## src/rtl/hazard_pkg.sv

```systemverilog
// Shared definitions for the hazard/flush unit.
// Contents:
//   hfu_state_e  - control FSM states
//   CW_*         - bit positions of fields in the decoded control word
//   CNT_W        - width of the shared stall/flush down-counter
package hazard_pkg;

    typedef enum logic [1:0] {
        RUN        = 2'd0,
        LOAD_STALL = 2'd1,
        MD_WAIT    = 2'd2,
        REDIRECT   = 2'd3
    } hfu_state_e;

    // Decoded control-word field positions (11-bit default word)
    localparam int CW_REGWRITE = 0;
    localparam int CW_MEMREAD  = 1;
    localparam int CW_MEMWRITE = 2;
    localparam int CW_MEMTOREG = 3;
    localparam int CW_ALUSRC   = 4;
    localparam int CW_REGDST   = 5;
    localparam int CW_ALUOP_LO = 6;
    localparam int CW_ALUOP_HI = 8;
    localparam int CW_BRANCH   = 9;
    localparam int CW_JUMP     = 10;

    // Counter covers latencies up to 15
    localparam int CNT_W = $clog2(16);

endpackage

```

## src/rtl/stall_counter.sv

```systemverilog
// Loadable down-counter with zero flag, shared by the multi-cycle wait
// and the redirect flush sequences.
// Ports:
//   clk_i, rst_i   - clock, asynchronous active-high reset
//   load_i         - load load_val_i (has priority over decrement)
//   load_val_i     - value to load
//   dec_i          - decrement request; saturates at zero (never wraps)
//   zero_o         - count is zero
module stall_counter
    import hazard_pkg::*;
#(
    parameter int W = CNT_W
) (
    input  logic         clk_i,
    input  logic         rst_i,
    input  logic         load_i,
    input  logic [W-1:0] load_val_i,
    input  logic         dec_i,
    output logic         zero_o
);

    logic [W-1:0] cnt_q;
    logic [W-1:0] cnt_d;

    always_comb begin
        cnt_d = cnt_q;
        if (load_i) begin
            cnt_d = load_val_i;
        end else if (dec_i && (cnt_q != '0)) begin
            cnt_d = cnt_q - W'(1);
        end
    end

    always_ff @(posedge clk_i or posedge rst_i) begin
        if (rst_i) begin
            cnt_q <= '0;
        end else begin
            cnt_q <= cnt_d;
        end
    end

    assign zero_o = (cnt_q == '0);

endmodule

```

## src/rtl/hazard_flush_unit.sv

```systemverilog
// Pipeline hazard and flush control between ID and EX.
// Handles load-use stalls, branch/jump redirect flushes and multi-cycle
// (mult/div) EX occupancy, and registers the control word entering EX.
// Ports:
//   clk, reset             - clock, asynchronous active-high reset
//   id_cw, id_rs, id_rt    - ID control word and source registers
//   idex_memread, idex_rt  - EX-stage load flag and destination
//   redirect               - taken branch / jump resolved in ID
//   md_start               - ID holds a multi-cycle op
//   pc_write, ifid_write   - PC / IF-ID register write enables (comb)
//   ifid_flush             - IF-ID flush (comb)
//   ex_cw                  - registered control word into EX (bubble = 0)
//   busy                   - FSM is not in RUN (comb)
module hazard_flush_unit
    import hazard_pkg::*;
#(
    parameter int CW_WIDTH     = 11,
    parameter int REG_AW       = 5,
    parameter int MD_LATENCY   = 4,
    parameter int FLUSH_CYCLES = 1
) (
    input  logic                clk,
    input  logic                reset,
    input  logic [CW_WIDTH-1:0] id_cw,
    input  logic [REG_AW-1:0]   id_rs,
    input  logic [REG_AW-1:0]   id_rt,
    input  logic                idex_memread,
    input  logic [REG_AW-1:0]   idex_rt,
    input  logic                redirect,
    input  logic                md_start,
    output logic                pc_write,
    output logic                ifid_write,
    output logic                ifid_flush,
    output logic [CW_WIDTH-1:0] ex_cw,
    output logic                busy
);

    localparam logic [CNT_W-1:0] MD_LOAD = CNT_W'(MD_LATENCY - 1);
    // The first flush cycle happens in RUN, so REDIRECT covers the rest
    localparam logic [CNT_W-1:0] FL_LOAD =
        (FLUSH_CYCLES > 1) ? CNT_W'(FLUSH_CYCLES - 2) : '0;

    hfu_state_e            state_q;
    hfu_state_e            state_d;
    logic [CW_WIDTH-1:0]   ex_cw_q;
    logic [CW_WIDTH-1:0]   ex_cw_d;

    logic                  load_use;
    logic                  cnt_load;
    logic [CNT_W-1:0]      cnt_load_val;
    logic                  cnt_dec;
    logic                  cnt_zero;

    // Register 0 is hardwired, so a match on it is never a real hazard
    assign load_use = idex_memread && (idex_rt != '0) &&
                      ((idex_rt == id_rs) || (idex_rt == id_rt));

    stall_counter #(
        .W (CNT_W)
    ) u_stall_counter (
        .clk_i      (clk),
        .rst_i      (reset),
        .load_i     (cnt_load),
        .load_val_i (cnt_load_val),
        .dec_i      (cnt_dec),
        .zero_o     (cnt_zero)
    );

    always_comb begin
        state_d      = state_q;
        ex_cw_d      = id_cw;
        pc_write     = 1'b1;
        ifid_write   = 1'b1;
        ifid_flush   = 1'b0;
        cnt_load     = 1'b0;
        cnt_load_val = '0;
        cnt_dec      = 1'b0;

        unique case (state_q)
            // LOAD_STALL resolves redirect/md_start exactly as RUN does;
            // only the load-use check is skipped there.
            RUN, LOAD_STALL: begin
                if ((state_q == RUN) && load_use) begin
                    pc_write   = 1'b0;
                    ifid_write = 1'b0;
                    ex_cw_d    = '0;
                    state_d    = LOAD_STALL;
                end else if (redirect) begin
                    ifid_flush = 1'b1;
                    if (FLUSH_CYCLES > 1) begin
                        cnt_load     = 1'b1;
                        cnt_load_val = FL_LOAD;
                        state_d      = REDIRECT;
                    end else begin
                        state_d = RUN;
                    end
                end else if (md_start) begin
                    cnt_load     = 1'b1;
                    cnt_load_val = MD_LOAD;
                    state_d      = MD_WAIT;
                end else begin
                    state_d = RUN;
                end
            end
            MD_WAIT: begin
                pc_write   = 1'b0;
                ifid_write = 1'b0;
                ex_cw_d    = '0;
                if (cnt_zero) begin
                    state_d = RUN;
                end else begin
                    cnt_dec = 1'b1;
                end
            end
            REDIRECT: begin
                ifid_flush = 1'b1;
                ex_cw_d    = '0;
                if (cnt_zero) begin
                    state_d = RUN;
                end else begin
                    cnt_dec = 1'b1;
                end
            end
            default: begin
                state_d = RUN;
            end
        endcase

        busy = (state_q != RUN);

        // Reset holds the front end frozen and flushed
        if (reset) begin
            pc_write   = 1'b0;
            ifid_write = 1'b0;
            ifid_flush = 1'b1;
            busy       = 1'b0;
        end
    end

    always_ff @(posedge clk or posedge reset) begin
        if (reset) begin
            state_q <= RUN;
            ex_cw_q <= '0;
        end else begin
            state_q <= state_d;
            ex_cw_q <= ex_cw_d;
        end
    end

    assign ex_cw = ex_cw_q;

endmodule

```

## config.mk

```make
export PLATFORM = sky130hd
export DESIGN_NAME = hazard_flush_unit
export DESIGN_NICKNAME = d
export VERILOG_FILES = /design/src/rtl/hazard_pkg.sv /design/src/rtl/stall_counter.sv /design/src/rtl/hazard_flush_unit.sv
export SDC_FILE = /design/constraint.sdc
export NUM_CORES = 1
export LEC_CHECK = 0
export CAP_MARGIN = 20
export CORE_MARGIN = 5
export CORE_UTILIZATION = 44
export CTS_CLUSTER_SIZE = 25
export DETAILED_ROUTE_END_ITERATION = 7
export PLACE_DENSITY = 0.82
export SLEW_MARGIN = 40
export SYNTH_ARGS = -nofsm -noshare
export SYNTH_HDL_FRONTEND = slang
export SYNTH_SLANG_ARGS = --single-unit
```

## constraint.sdc

```tcl
create_clock -name clk -period 2.5 [get_ports clk]
set_clock_uncertainty 0.05 [all_clocks]
set_input_delay 0.25 -clock clk [delete_from_list [all_inputs] [get_ports clk]]
set_output_delay 0.25 -clock clk [all_outputs]
set_load 0.05 [all_outputs]
```

# ---- Word level (Yosys, flattened, before mapping)
# Cells that the tools add are included.
dict set report op_classes {
  n_eq_ne 6
  addsub 1
  reduce_logical 13
  n_mux 27
}
# cell n
set ops {}
lappend ops {{$pmux W11 S2} 1}
lappend ops {{$mux W2} 8}
lappend ops {{$mux W1} 12}
lappend ops {{$mux W11} 1}
lappend ops {{$eq A5 B5 Y1} 2}
lappend ops {{$mux W4} 2}
lappend ops {{$reduce_bool A5 Y1} 1}
lappend ops {{$eq A2 B2 Y1 const B} 2}
lappend ops {{$logic_and A1 B1 Y1} 4}
lappend ops {{$logic_not A4 Y1} 1}
lappend ops {{$pmux W1 S2} 2}
lappend ops {{$pmux W2 S2} 1}
lappend ops {{$reduce_bool A2 Y1} 2}
lappend ops {{$reduce_bool A4 Y1} 1}
lappend ops {{$reduce_or A2 Y1} 2}
lappend ops {{$sub A4 B1 Y4 const B} 1}
lappend ops {{$eq A2 B1 Y1 const B} 1}
lappend ops {{$logic_not A2 Y1} 1}
lappend ops {{$ne A2 B1 Y1 const B} 1}
lappend ops {{$logic_or A1 B1 Y1} 1}
dict set report totals {
  out_inout_bits 15
  input_bits 31
  word_cells 50
  register_bits 17
}

# ---- Logic depth before layout (Yosys ltp)
# Gate-level depths: netlist of run 1.
dict set report logic_depth {
  ltp_word 7
  mapped_depth 6
  depth_no_buf 6
}

# ---- Hierarchy
# From an unflattened synthesis of run 1, not the netlist that was laid out.
dict set report hier_totals {
  hier_cells 103
  area_unflattened_um2 1052.3
}
# module seq_area_each_um2 area_per_inst_um2 instances cells_per_inst
set modules_own_cells {}
lappend modules_own_cells {hazard_flush_unit 325.3 790.8 1 75}
lappend modules_own_cells {stall_counter 100.1 261.5 1 28}

# ---- Worst setup path before layout of run 1
# No wires, ideal clock.
dict set report synth_timing {
  path_kind {input-to-output}
  startpoint {in idex_rt[3]}
  endpoint {out pc_write}
  path_slack_ns 0.035
  stages 4
  t_required_ns 2.200
  t_arrival_ns 2.165
  n_path_buf 1
  path_cell_list {or4_4 > o211a_4 > a221oi_2 > buf_4}
}
dict set report synth_between {
  elab_chain_len 7
  word_cells_on_any_way 10
  cone_classes {2 x eq/ne; 3 x mux; 5 x reduce/logical}
}
# element line
set synth_rtl {}
lappend synth_rtl {{start: declaration} hazard_flush_unit.sv:28} ;# input logic [REG_AW-1:0] idex_rt,
lappend synth_rtl {{$eq A5 B5 Y1 / $reduce_bool A5 Y1 (equally long branches)} {hazard_flush_unit.sv:56, hazard_flush_unit.sv:55}}
lappend synth_rtl {{$logic_or A1 B1 Y1 / $logic_and A1 B1 Y1 (equally long branches)} {hazard_flush_unit.sv:56, hazard_flush_unit.sv:55}}
lappend synth_rtl {{$logic_and A1 B1 Y1 *} hazard_flush_unit.sv:55} ;# assign load_use = idex_memread && (idex_rt != '0) &&
lappend synth_rtl {{$logic_and A1 B1 Y1 *} hazard_flush_unit.sv:83} ;# if ((state_q == RUN) && load_use) begin
lappend synth_rtl {{$mux W1 *} n/a}
lappend synth_rtl {{$pmux W1 S2 *} n/a}
lappend synth_rtl {{$mux W1 *} n/a}
lappend synth_rtl {{end: declaration} hazard_flush_unit.sv:31} ;# output logic pc_write,
# Mark *: on every way between the ends. The rest lies on a longest branch, timed or not.

# ---- Final worst setup path of run 1
dict set report layout_timing {
  startpoint {in idex_rt[4]}
  endpoint {out ifid_write}
}
dict set report layout_between {
  elab_chain_len 7
  word_cells_on_any_way 10
  cone_classes {2 x eq/ne; 3 x mux; 5 x reduce/logical}
}
# element line
set layout_rtl {}
lappend layout_rtl {{$eq A5 B5 Y1 / $reduce_bool A5 Y1 (equally long branches)} {hazard_flush_unit.sv:56, hazard_flush_unit.sv:55}}
lappend layout_rtl {{$logic_or A1 B1 Y1 / $logic_and A1 B1 Y1 (equally long branches)} {hazard_flush_unit.sv:56, hazard_flush_unit.sv:55}}
lappend layout_rtl {{$logic_and A1 B1 Y1 *} hazard_flush_unit.sv:55}
lappend layout_rtl {{$logic_and A1 B1 Y1 *} hazard_flush_unit.sv:83}
lappend layout_rtl {{$mux W1 *} hazard_flush_unit.sv:83}
lappend layout_rtl {{$pmux W1 S2 *} hazard_flush_unit.sv:79} ;# unique case (state_q)
lappend layout_rtl {{$mux W1 *} hazard_flush_unit.sv:132} ;# if (reset) begin
lappend layout_rtl {{end: declaration} hazard_flush_unit.sv:32} ;# output logic ifid_write,
# Marked as above.

==> results of run 1 <==
## cells by family (layout without fill, tap and decap cells)
logic type / count (synthesis) / count (layout) / synth area share, %
DFF: 17 / 17 / 41.62
adders and majority gates: 2 / 2 / 2.448
muxes: 1 / 1 / 1.102
buffers and inverters: 10 / 59 / 4.895
xor gates and xnor gates: 11 / 11 / 9.424
AOI/OAI and AO/OA: 27 / 27 / 22.89
and+or+nand+nor: 28 / 28 / 17.63
## final timing paths
kind	from	endpoint	slack, ns	cells past startpoint
worst min register to register	state_q[0]$_DFFE_PP0P_	state_q[0]$_DFFE_PP0P_	0.54	1
max in group asynchronous	reset	state_q[0]$_DFFE_PP0P_	1.85	3
worst max-delay path	idex_rt[4]	ifid_write	0.08	6
worst max register to register	u_stall_counter.cnt_q[0]$_DFFE_PP0P_	u_stall_counter.cnt_q[1]$_DFFE_PP0P_	0.62	6
min in group clk	id_cw[9]	ex_cw[9]$_DFF_PP0_	0.46	3
worst min-delay path	reset	state_q[1]$_DFFE_PP0P_	0.37	3
## cell usage in the layout, fill, tap and decap left out, drive strengths merged, types with 2 or more instances in the layout
cell           count
nand2b            12
nand3              2
nand2              3
buf                9
a31oi              3
o211a              2
xnor2             11
ha                 2
clkbuf             4
a21oi             12
nor2               3
clkdlybuf4s50     42
o21ai              2
o211ai             2
or3b               2
dfrtp             17
inv                4
## power groups by stage
stage / Combinational (mW) / Sequential [mW] / Clock [mW]
final: 0.922 / 0.409 / 0.138
after global routing: 0.979 / 0.423 / 0.157
after CTS: 0.932 / 0.410 / 0.144
after detailed placement: 0.927 / 0.414 / 0
after global placement: 0.903 / 0.411 / 0
after floorplan: 0.455 / 0.584 / 0
## state kept, by name, indices dropped and copies added, names as in the netlist
| name | flops |
|---|---|
| state_q | 2 |
| ex_cw | 11 |
| u_stall_counter.cnt_q | 4 |
## layer usage
metal / track usage, % / share of wire (%) / wire length (microns) / vias up
li1: - / - / - / 431
met1: 18.52 / 41 / 1067 / 406
met2: 28.23 / 50 / 1284 / 33
met3: 4.454 / 8.3 / 215 / 2
met4: 3.974 / 0.73 / 19 / 0
met5: 0 / 0 / 0 / -
## worst min-delay path: stages
cell and delay [ns]:
sky130_fd_sc_hd__clkdlybuf4s50_1 0.48, sky130_fd_sc_hd__inv_1 0.10, sky130_fd_sc_hd__buf_4 0.24
## metrics by stage
step,hold WS [ns],total power [mW]
2_1_floorplan,0.1342,1.039
3_3_place_gp,0.5073,1.314
3_5_place_dp,0.5250,1.341
4_1_cts,0.3794,1.486
5_1_grt,0.4018,1.559
6_report,0.3730,1.469
## layout make-up
class,count,area (sq um),share of cell area (%)
clock buffer,4,26.28,1.683
inverter,4,15.01,0.9615
multi-input combinational,69,546.8,35.02
sequential,17,425.4,27.24
tap,28,35.03,2.244
timing repair buffer,51,513.0,32.85
==> flow_summary.rst, run 1 <==
.. list-table::
   :header-rows: 1

   * - Metric
     - Value
   * - GPL Wtd Cong
     - 0.7592
   * - Instance count after placement with tap cells included
     - 169
   * - Comb pwr share
     - 62.7%
   * - Hold Buf Count CTS
     - 0
   * - Root cell of the clock tree
     - sky130_fd_sc_hd__clkbuf_4
   * - Post-cts sizing count
     - 0
   * - Post-layout min period
     - 2.416 ns
   * - Largest delay share family, worst path
     - buffers and inverters
   * - Leftover overflow at the end of global routing
     - 0
   * - Net Count, Synth
     - 129
   * - Class of the tightest hold or removal check
     - primary input to asynchronous set/reset pin
   * - Yosys cell types
     - 36
   * - TritonCTS Buffers
     - 3
   * - Fraction of synthesized cell area taken by the top area cell type
     - 41.62%
   * - Worst stage delay on the critical path
     - 0.54 ns
   * - Yosys top cell by area
     - sky130_fd_sc_hd__dfrtp_1
   * - Crit path launch type
     - primary input
   * - Net load switching power
     - 0.6451 mW
   * - Fin crit share
     - 96.63%
   * - Highest fanout seen on the critical path
     - 9
   * - Total number of H-tree levels
     - 1
   * - Die boundary height
     - 58.20 microns
   * - Maximum Capacitance Violations
     - 0
   * - Portion of total power attributed to the clock network
     - 9.4%
   * - Element type at the critical path end
     - primary output
   * - Post-route worst setup slack
     - 0.08419 ns
   * - Final design instance area without fill
     - 1562 sq um
   * - Critical path arrival
     - 2.12 ns
   * - Maximum clock insertion buffer count
     - 2
   * - Kind of critical path
     - primary input to primary output
   * - Place WS
     - 0.09074 ns
   * - Top cells by instance count after synthesis
     - 17 x sky130_fd_sc_hd__dfrtp_1, 11 x sky130_fd_sc_hd__nand2b_1, 11 x sky130_fd_sc_hd__xnor2_1, 10 x sky130_fd_sc_hd__a21oi_2, 4 x sky130_fd_sc_hd__inv_1
   * - Clock tree from TritonCTS
     - done
   * - Endpoint required time on the critical path
     - 2.20 ns
   * - CP Cell Sequence
     - clkdlybuf4s50_1 > or4_4 > o211a_4 > a221oi_2 > buf_4 > buf_12
   * - Internal
     - 0.8238 mW
   * - Hold Vio Cnt, Final
     - 0
   * - Chip width
     - 58.20 microns
   * - Fraction of final layout cells with drive strength greater than 1
     - 21.38%
   * - Router iterations before antenna repair
     - 4
   * - Post-synth design cell area
     - 1022 sq um
   * - Area contributors post-synth
     - sky130_fd_sc_hd__dfrtp_1 42%, sky130_fd_sc_hd__xnor2_1 9.4%, sky130_fd_sc_hd__a21oi_2 8.6%
   * - Pin count of the biggest net entering global routing
     - 23
   * - Sequential fraction of the synthesis area
     - 41.62%
   * - Starting density of the core
     - 46.21%
   * - Fin. max-slew vios
     - 0
   * - CP max stage cell
     - sky130_fd_sc_hd__or4_4
   * - Post-synthesis register bit count
     - 17
   * - Syn_area_per_cell
     - 10.65 sq um
   * - Async SR Flop Fraction
     - 100.0%
   * - Synth-to-layout area growth
     - 52.75%
   * - Worst Tran Pin Value
     - 0.5271 ns
   * - Initial drt markers
     - 18
   * - Placed cell areas
     - 1535 sq um
   * - Warning count from the yosys run
     - 0
   * - Vias/cell
     - 5.040
   * - Final wirelength
     - 2587 microns
   * - Switching share of total power
     - 43.92%
   * - Portion of total power attributed to sequential cells
     - 27.9%
   * - Total die area
     - 3387 sq um
   * - Final setup violation count
     - 0
   * - Power density normalized to cell area
     - 940.7 nW/um^2
   * - Run status
     - completed
   * - Number of buffers inserted by post-CTS setup repair
     - 0
   * - I/O Pins
     - 46
   * - ANT nets after route
     - 0
   * - Number of flops mapped to enable cells by yosys
     - 0
   * - Count of nets after finishing
     - 179
   * - CTS Sinks
     - 17
   * - Later-pin clock latency in the skew report
     - 0.27 ns
   * - Drt wl/cell
     - 14.95 microns
   * - Post-route insts no fill
     - 173
   * - DR vias
     - 872
   * - Filler cell count in the final layout
     - 184
   * - Placeable core region
     - 2212 sq um
   * - Ant diodes
     - 0
   * - Vias in the first global route
     - 890
   * - Primary flip-flop cell chosen by synthesis mapping
     - sky130_fd_sc_hd__dfrtp_1
   * - Global-route wire length before repair
     - 4098 microns
   * - Reg clk slew, reported paths
     - 0.09 ns
   * - Overall routing resource usage
     - 15.81%
   * - DRC violation count after routing
     - 0
   * - Final setup TNS
     - 0 ns
   * - Total leakage power
     - 0.6262 nW
   * - Number of buffers and inverters on the critical path
     - 3
   * - Antenna violations before repair
     - 0
   * - Cell with the most instances after synthesis
     - sky130_fd_sc_hd__dfrtp_1
   * - I/O Buffers
     - 45
   * - Row count
     - 17
   * - Peak supply drop
     - 0.6143 mV
   * - Detailed placer's ending HPWL
     - 2059 microns
   * - Setup repair after global routing missed its margin
     - no
   * - Final Core Density
     - 70.59%
   * - Gate Count Post-Synth
     - 96
   * - Max transition margin
     - 64.75%
   * - F_max
     - 413.9 MHz
(Power assumes the default switching activity.)
==> inputs of run 2 (changes only) <==
--- a/config.mk
+++ b/config.mk
@@ -6,6 +6,7 @@
 export NUM_CORES = 1
 export LEC_CHECK = 0
 export CAP_MARGIN = 20
+export CORE_ASPECT_RATIO = 1.2
 export CORE_MARGIN = 5
 export CORE_UTILIZATION = 44
 export CTS_CLUSTER_SIZE = 25
==> flow_summary.rst, run 2 (same netlist as run 1, synthesis figures left out) <==
.. list-table::
   :header-rows: 1

   * - Metric
     - Value
   * - Later-pin clock latency in the skew report
     - 0.28 ns (was 0.27 ns)
   * - Die boundary height
     - 62.80 microns (was 58.20 microns)
   * - Commonest non-fill, non-tap cells in the layout
     - 42 x sky130_fd_sc_hd__clkdlybuf4s50_1, 17 x sky130_fd_sc_hd__dfrtp_1, 11 x sky130_fd_sc_hd__xnor2_1, 11 x sky130_fd_sc_hd__nand2b_1, 10 x sky130_fd_sc_hd__a21oi_2 (unchanged)
   * - Fin crit share
     - 95.44% (was 96.63%)
   * - Run status
     - completed (unchanged)
   * - DR vias
     - 901 (was 872)
   * - Drt wl/cell
     - 13.62 microns (was 14.95 microns)
   * - Number of buffers inserted by post-CTS setup repair
     - 0 (unchanged)
   * - Internal
     - 0.8179 mW (was 0.8238 mW)
   * - Post-layout min period
     - 2.386 ns (was 2.416 ns)
   * - Leftover overflow at the end of global routing
     - 0 (unchanged)
   * - Highest fanout seen on the critical path
     - 3 (was 9)
   * - Starting density of the core
     - 45.26% (was 46.21%)
   * - Fraction of final layout cells with drive strength greater than 1
     - 21.53% (was 21.38%)
   * - Count of nets after finishing
     - 178 (was 179)
   * - Portion of total power attributed to the clock network
     - 9.7% (was 9.4%)
   * - Class of the tightest hold or removal check
     - primary input to asynchronous set/reset pin (unchanged)
   * - Router iterations before antenna repair
     - 6 (was 4)
   * - Detailed placer's ending HPWL
     - 1901 microns (was 2059 microns)
   * - Net load switching power
     - 0.6389 mW (was 0.6451 mW)
   * - Total number of H-tree levels
     - 1 (unchanged)
   * - Post-cts sizing count
     - 0 (unchanged)
   * - Most common cell after layout, fill and taps aside
     - sky130_fd_sc_hd__clkdlybuf4s50_1 (unchanged)
   * - Placeable core region
     - 2258 sq um (was 2212 sq um)
   * - Max transition margin
     - 65.94% (was 64.75%)
   * - I/O Pins
     - 46 (unchanged)
   * - Cell count of the worst reg-to-reg path
     - 6 (unchanged)
   * - Portion of total power attributed to sequential cells
     - 28.0% (was 27.9%)
   * - Global-route wire length before repair
     - 3981 microns (was 4098 microns)
   * - DRC violation count after routing
     - 0 (unchanged)
   * - Chip width
     - 54 microns (was 58.20 microns)
   * - Element type at the critical path end
     - primary output (unchanged)
   * - Final setup TNS
     - 0 ns (unchanged)
   * - Total leakage power
     - 0.6241 nW (was 0.6262 nW)
   * - CTS Sinks
     - 17 (unchanged)
   * - Endpoint required time on the critical path
     - 2.20 ns (about the same)
   * - Kind of critical path
     - primary input to primary output (unchanged)
   * - Initial drt markers
     - 5 (was 18)
   * - F_max
     - 419.1 MHz (was 413.9 MHz)
   * - Overall power
     - 1.457 mW (was 1.469 mW)
   * - Final wirelength
     - 2383 microns (was 2587 microns)
   * - Vias/cell
     - 5.149 (was 5.040)
   * - TritonCTS Buffers
     - 3 (unchanged)
   * - Clock tree from TritonCTS
     - done (unchanged)
   * - Peak supply drop
     - 0.6017 mV (was 0.6143 mV)
   * - Synth-to-layout area growth
     - 52.51% (was 52.75%)
   * - Hold Buf Count CTS
     - 0 (unchanged)
   * - Vias in the first global route
     - 951 (was 890)
   * - Total die area
     - 3391 sq um (was 3387 sq um)
   * - Hold Vio Cnt, Final
     - 0 (unchanged)
   * - Reg-to-reg setup timing slack
     - 0.64 ns (was 0.62 ns)
   * - Maximum Capacitance Violations
     - 0 (unchanged)
   * - Overall routing resource usage
     - 15.45% (was 15.81%)
   * - Worst Tran Pin Value
     - 0.5093 ns (was 0.5271 ns)
   * - Flip-flop count of the largest register after layout
     - 11 (unchanged)
   * - GPL Wtd Cong
     - 0.7889 (was 0.7592)
   * - Place WS
     - 0.1271 ns (was 0.09074 ns)
   * - Fin. max-slew vios
     - 0 (unchanged)
   * - Ant diodes
     - 0 (unchanged)
   * - Post-route worst setup slack
     - 0.1140 ns (was 0.08419 ns)
   * - Setup repair after global routing missed its margin
     - no (unchanged)
   * - Instance count after placement with tap cells included
     - 171 (was 169)
   * - Row count
     - 19 (was 17)
   * - Post-route insts no fill
     - 175 (was 173)
   * - Root cell of the clock tree
     - sky130_fd_sc_hd__clkbuf_4 (unchanged)
   * - Crit path launch type
     - primary input (unchanged)
   * - Comb pwr share
     - 62.3% (was 62.7%)
   * - I/O Buffers
     - 45 (unchanged)
   * - Power density normalized to cell area
     - 934.4 nW/um^2 (was 940.7 nW/um^2)
   * - Final setup violation count
     - 0 (unchanged)
   * - Critical path arrival
     - 2.09 ns (was 2.12 ns)
   * - Reg clk slew, reported paths
     - 0.10 ns (was 0.09 ns)
   * - Maximum clock insertion buffer count
     - 2 (unchanged)
   * - ANT nets after route
     - 0 (unchanged)
   * - Antenna violations before repair
     - 0 (unchanged)
   * - Switching share of total power
     - 43.86% (was 43.92%)
   * - Pin count of the biggest net entering global routing
     - 23 (unchanged)
==> run 2: layout make-up <==
class                   instances  area, sq um
clock buffers                   3        22.52
clock inverters                 1        5.005
fillers                       174        699.4
inverters                       4        15.01
multi-input cells              69        546.8
flip-flops and latches         17        425.4
well taps                      31        38.79
repair buffers                 50        505.5
==> run 2: final timing paths <==
path	endpoint	startpoint
max	pc_write	idex_rt[3]
min	ex_cw[10]$_DFF_PP0_	reset
max reg2reg	u_stall_counter.cnt_q[1]$_DFFE_PP0P_	u_stall_counter.cnt_q[0]$_DFFE_PP0P_
min reg2reg	state_q[0]$_DFFE_PP0P_	state_q[0]$_DFFE_PP0P_
max in group asynchronous	ex_cw[9]$_DFF_PP0_	reset
min in group clk	ex_cw[10]$_DFF_PP0_	id_cw[10]
==> run 2: power by group through the flow <==
stage,clock network (mW),logic (mW),registers (mW)
2_1_floorplan,0,0.455,0.584
3_3_place_gp,0,0.898,0.410
3_5_place_dp,0,0.913,0.415
4_1_cts,0.148,0.917,0.409
5_1_grt,0.166,0.974,0.420
6_report,0.142,0.907,0.407
==> run 2: worst max-delay path, stage by stage <==
cell and delay (ns):
sky130_fd_sc_hd__clkdlybuf4s50_1 0.47, sky130_fd_sc_hd__or4_4 0.56, sky130_fd_sc_hd__o211a_4 0.25, sky130_fd_sc_hd__a221oi_2 0.23
sky130_fd_sc_hd__buf_4 0.18, sky130_fd_sc_hd__buf_12 0.13
==> run 2: metal layers <==
layer  share of wire, %  track usage (%)  vias up
met4               0.55            5.296        0
met5                  0                0        -
met1                 33            14.18      440
met2                 55            29.55       32
met3                 11            5.012        2
li1                   -                -      427
==> run 2: metrics by stage <==
| step | cell area (sq um) | utilization (%) | hold WS [ns] |
|---|---|---|---|
| after floorplan | 1022 | - | 0.1342 |
| after global placement | 1531 | 67.81 | 0.4998 |
| after detailed placement | 1531 | 67.81 | 0.5079 |
| after CTS | 1559 | 69.03 | 0.3613 |
| after global routing | 1559 | 69.03 | 0.3898 |
| final | 1559 | 69.03 | 0.3609 |
==> inputs of run 3 (changes only) <==
--- a/config.mk
+++ b/config.mk
@@ -7,10 +7,11 @@
 export LEC_CHECK = 0
 export CAP_MARGIN = 20
 export CORE_ASPECT_RATIO = 1.2
-export CORE_MARGIN = 5
+export CORE_MARGIN = 2
 export CORE_UTILIZATION = 44
 export CTS_CLUSTER_SIZE = 25
 export DETAILED_ROUTE_END_ITERATION = 7
+export HOLD_SLACK_MARGIN = 0.06
 export PLACE_DENSITY = 0.82
 export SLEW_MARGIN = 40
 export SYNTH_ARGS = -nofsm -noshare
==> flow_summary.rst, run 3 (same netlist as run 1, synthesis figures left out) <==
.. list-table::
   :header-rows: 1

   * - Metric
     - Value
   * - Run status
     - completed (unchanged)
   * - F_max
     - 420.4 MHz (was 419.1 MHz)
   * - Starting density of the core
     - 45.26% (unchanged)
   * - Detailed placer's ending HPWL
     - 1775 microns (was 1901 microns)
   * - Chip width
     - 48 microns (was 54 microns)
   * - CTS Sinks
     - 17 (unchanged)
   * - Worst stage delay on the critical path
     - 0.56 ns (about the same)
   * - Final setup TNS
     - 0 ns (unchanged)
   * - DR vias
     - 886 (was 901)
   * - Worst Hold Slack
     - 0.3529 ns (was 0.3609 ns)
   * - Synth-to-layout area growth
     - 52.51% (unchanged)
   * - Initial drt markers
     - 9 (was 5)
   * - Setup repair after global routing missed its margin
     - no (unchanged)
   * - Later-pin clock latency in the skew report
     - 0.28 ns (about the same)
   * - Power density normalized to cell area
     - 933.5 nW/um^2 (was 934.4 nW/um^2)
   * - Final setup violation count
     - 0 (unchanged)
   * - Overall routing resource usage
     - 18.43% (was 15.45%)
   * - Max transition margin
     - 66.29% (was 65.94%)
   * - Kind of critical path
     - primary input to primary output (unchanged)
   * - Cell count of the worst reg-to-reg path
     - 6 (unchanged)
   * - CP max stage cell
     - sky130_fd_sc_hd__or4_4 (unchanged)
   * - I/O Buffers
     - 45 (unchanged)
   * - Fin. max-slew vios
     - 0 (unchanged)
   * - DRC violation count after routing
     - 0 (unchanged)
   * - Most common cell after layout, fill and taps aside
     - sky130_fd_sc_hd__clkdlybuf4s50_1 (unchanged)
   * - Final Core Density
     - 69.03% (unchanged)
   * - Placeable core region
     - 2258 sq um (unchanged)
   * - Fraction of final layout cells with drive strength greater than 1
     - 21.53% (unchanged)
   * - Count of nets after finishing
     - 178 (unchanged)
   * - Maximum Capacitance Violations
     - 0 (unchanged)
   * - Critical path arrival
     - 2.08 ns (was 2.09 ns)
   * - Root cell of the clock tree
     - sky130_fd_sc_hd__clkbuf_4 (unchanged)
   * - Vias in the first global route
     - 922 (was 951)
   * - Pin count of the biggest net entering global routing
     - 23 (unchanged)
   * - Leftover overflow at the end of global routing
     - 0 (unchanged)
   * - ANT nets after route
     - 0 (unchanged)
   * - Total leakage power
     - 0.6241 nW (unchanged)
   * - Post-cts sizing count
     - 0 (unchanged)
   * - Fin crit share
     - 95.15% (was 95.44%)
   * - Reg-to-reg setup timing slack
     - 0.67 ns (was 0.64 ns)
   * - Final wirelength
     - 2264 microns (was 2383 microns)
   * - Commonest non-fill, non-tap cells in the layout
     - 42 x sky130_fd_sc_hd__clkdlybuf4s50_1, 17 x sky130_fd_sc_hd__dfrtp_1, 11 x sky130_fd_sc_hd__xnor2_1, 11 x sky130_fd_sc_hd__nand2b_1, 10 x sky130_fd_sc_hd__a21oi_2 (unchanged)
   * - Endpoint required time on the critical path
     - 2.20 ns (about the same)
   * - Die boundary height
     - 56.80 microns (was 62.80 microns)
   * - Clock tree from TritonCTS
     - done (unchanged)
   * - Total number of H-tree levels
     - 1 (unchanged)
   * - Highest fanout seen on the critical path
     - 3 (unchanged)
   * - I/O Pins
     - 46 (unchanged)
   * - Post-layout min period
     - 2.379 ns (was 2.386 ns)
   * - CP Cell Sequence
     - clkdlybuf4s50_1 > or4_4 > o211a_4 > a221oi_2 > buf_4 > buf_12 (unchanged)
   * - Largest delay share family, worst path
     - buffers and inverters (unchanged)
   * - Vias/cell
     - 5.063 (was 5.149)
   * - Row count
     - 19 (unchanged)
   * - Ant diodes
     - 0 (unchanged)
   * - Antenna violations before repair
     - 0 (unchanged)
   * - Global-route wire length before repair
     - 3608 microns (was 3981 microns)
   * - Reg clk slew, reported paths
     - 0.10 ns (about the same)
   * - Router iterations before antenna repair
     - 4 (was 6)
   * - Drt wl/cell
     - 12.94 microns (was 13.62 microns)
   * - Number of buffers inserted by post-CTS setup repair
     - 0 (unchanged)
   * - Total die area
     - 2726 sq um (was 3391 sq um)
   * - Class of the tightest hold or removal check
     - primary input to asynchronous set/reset pin (unchanged)
   * - Flip-flop count of the largest register after layout
     - 11 (unchanged)
   * - Maximum clock insertion buffer count
     - 2 (unchanged)
   * - Element type at the critical path end
     - primary output (unchanged)
   * - Crit path launch type
     - primary input (unchanged)
   * - TritonCTS Buffers
     - 3 (unchanged)
   * - GPL Wtd Cong
     - 0.7166 (was 0.7889)
   * - Number of buffers and inverters on the critical path
     - 3 (unchanged)
   * - Worst Tran Pin Value
     - 0.5041 ns (was 0.5093 ns)
   * - Crit. path cell count
     - 6 (unchanged)
   * - Hold Vio Cnt, Final
     - 0 (unchanged)
   * - Hold Buf Count CTS
     - 0 (unchanged)
   * - Peak supply drop
     - 0.6915 mV (was 0.6017 mV)
## run 3: cell counts in the layout (fill, tap and decap cells not counted)
Identical to the previous run, type by type.
## run 3: final timing paths
kind                                                      start                                   end
max                                                  idex_rt[3]                            ifid_write
min                                                       reset  u_stall_counter.cnt_q[0]$_DFFE_PP0P_
max reg2reg                u_stall_counter.cnt_q[1]$_DFFE_PP0P_  u_stall_counter.cnt_q[0]$_DFFE_PP0P_
min reg2reg                u_stall_counter.cnt_q[0]$_DFFE_PP0P_  u_stall_counter.cnt_q[0]$_DFFE_PP0P_
max in group asynchronous                                 reset                state_q[1]$_DFFE_PP0P_
min in group clk                                       id_cw[8]                    ex_cw[8]$_DFF_PP0_
## run 3: report_power, final
group / leakage (nW) / switching [mW] / internal, mW / total, mW
Clock: 0.0177 / 0.0801 / 0.0593 / 0.139
Combinational: 0.389 / 0.515 / 0.394 / 0.909
Sequential: 0.217 / 0.0417 / 0.365 / 0.407
## run 3: metrics by stage
stage	setup WS (ns)	power [mW]	instance area (sq um)	cells
global placement	0.1452	1.305	1531	171
global route	0.06795	1.559	1559	175
floorplan	0.03533	1.039	1022	96
CTS	0.1184	1.471	1559	175
finish	0.1212	1.455	1559	175
detailed placement	0.1222	1.326	1531	171
## run 3: worst reg2reg max path, delay by kind of cell, from the launching register on
kind            cells  cell delay [ns]
compound gates      1             0.10
fa+ha+maj           1             0.17
simple gates        2             0.72
buf+inv             1             0.11
flops               1             0.40
xor+xnor            1             0.16
## run 3: layout make-up
class	instances	area [sq um]
Clock inverter	1	5.005
Multi-Input combinational cell	69	546.8
Clock buffer	3	22.52
Sequential cell	17	425.4
Fill cell	174	699.4
Timing Repair Buffer	50	505.5
Tap cell	31	38.79
Inverter	4	15.01
## run 3: routing by layer
layer	track usage (%)	wire, microns
met4	8.108	11
met2	33.71	1243
met3	4.180	173
met1	18.05	835
met5	0	0
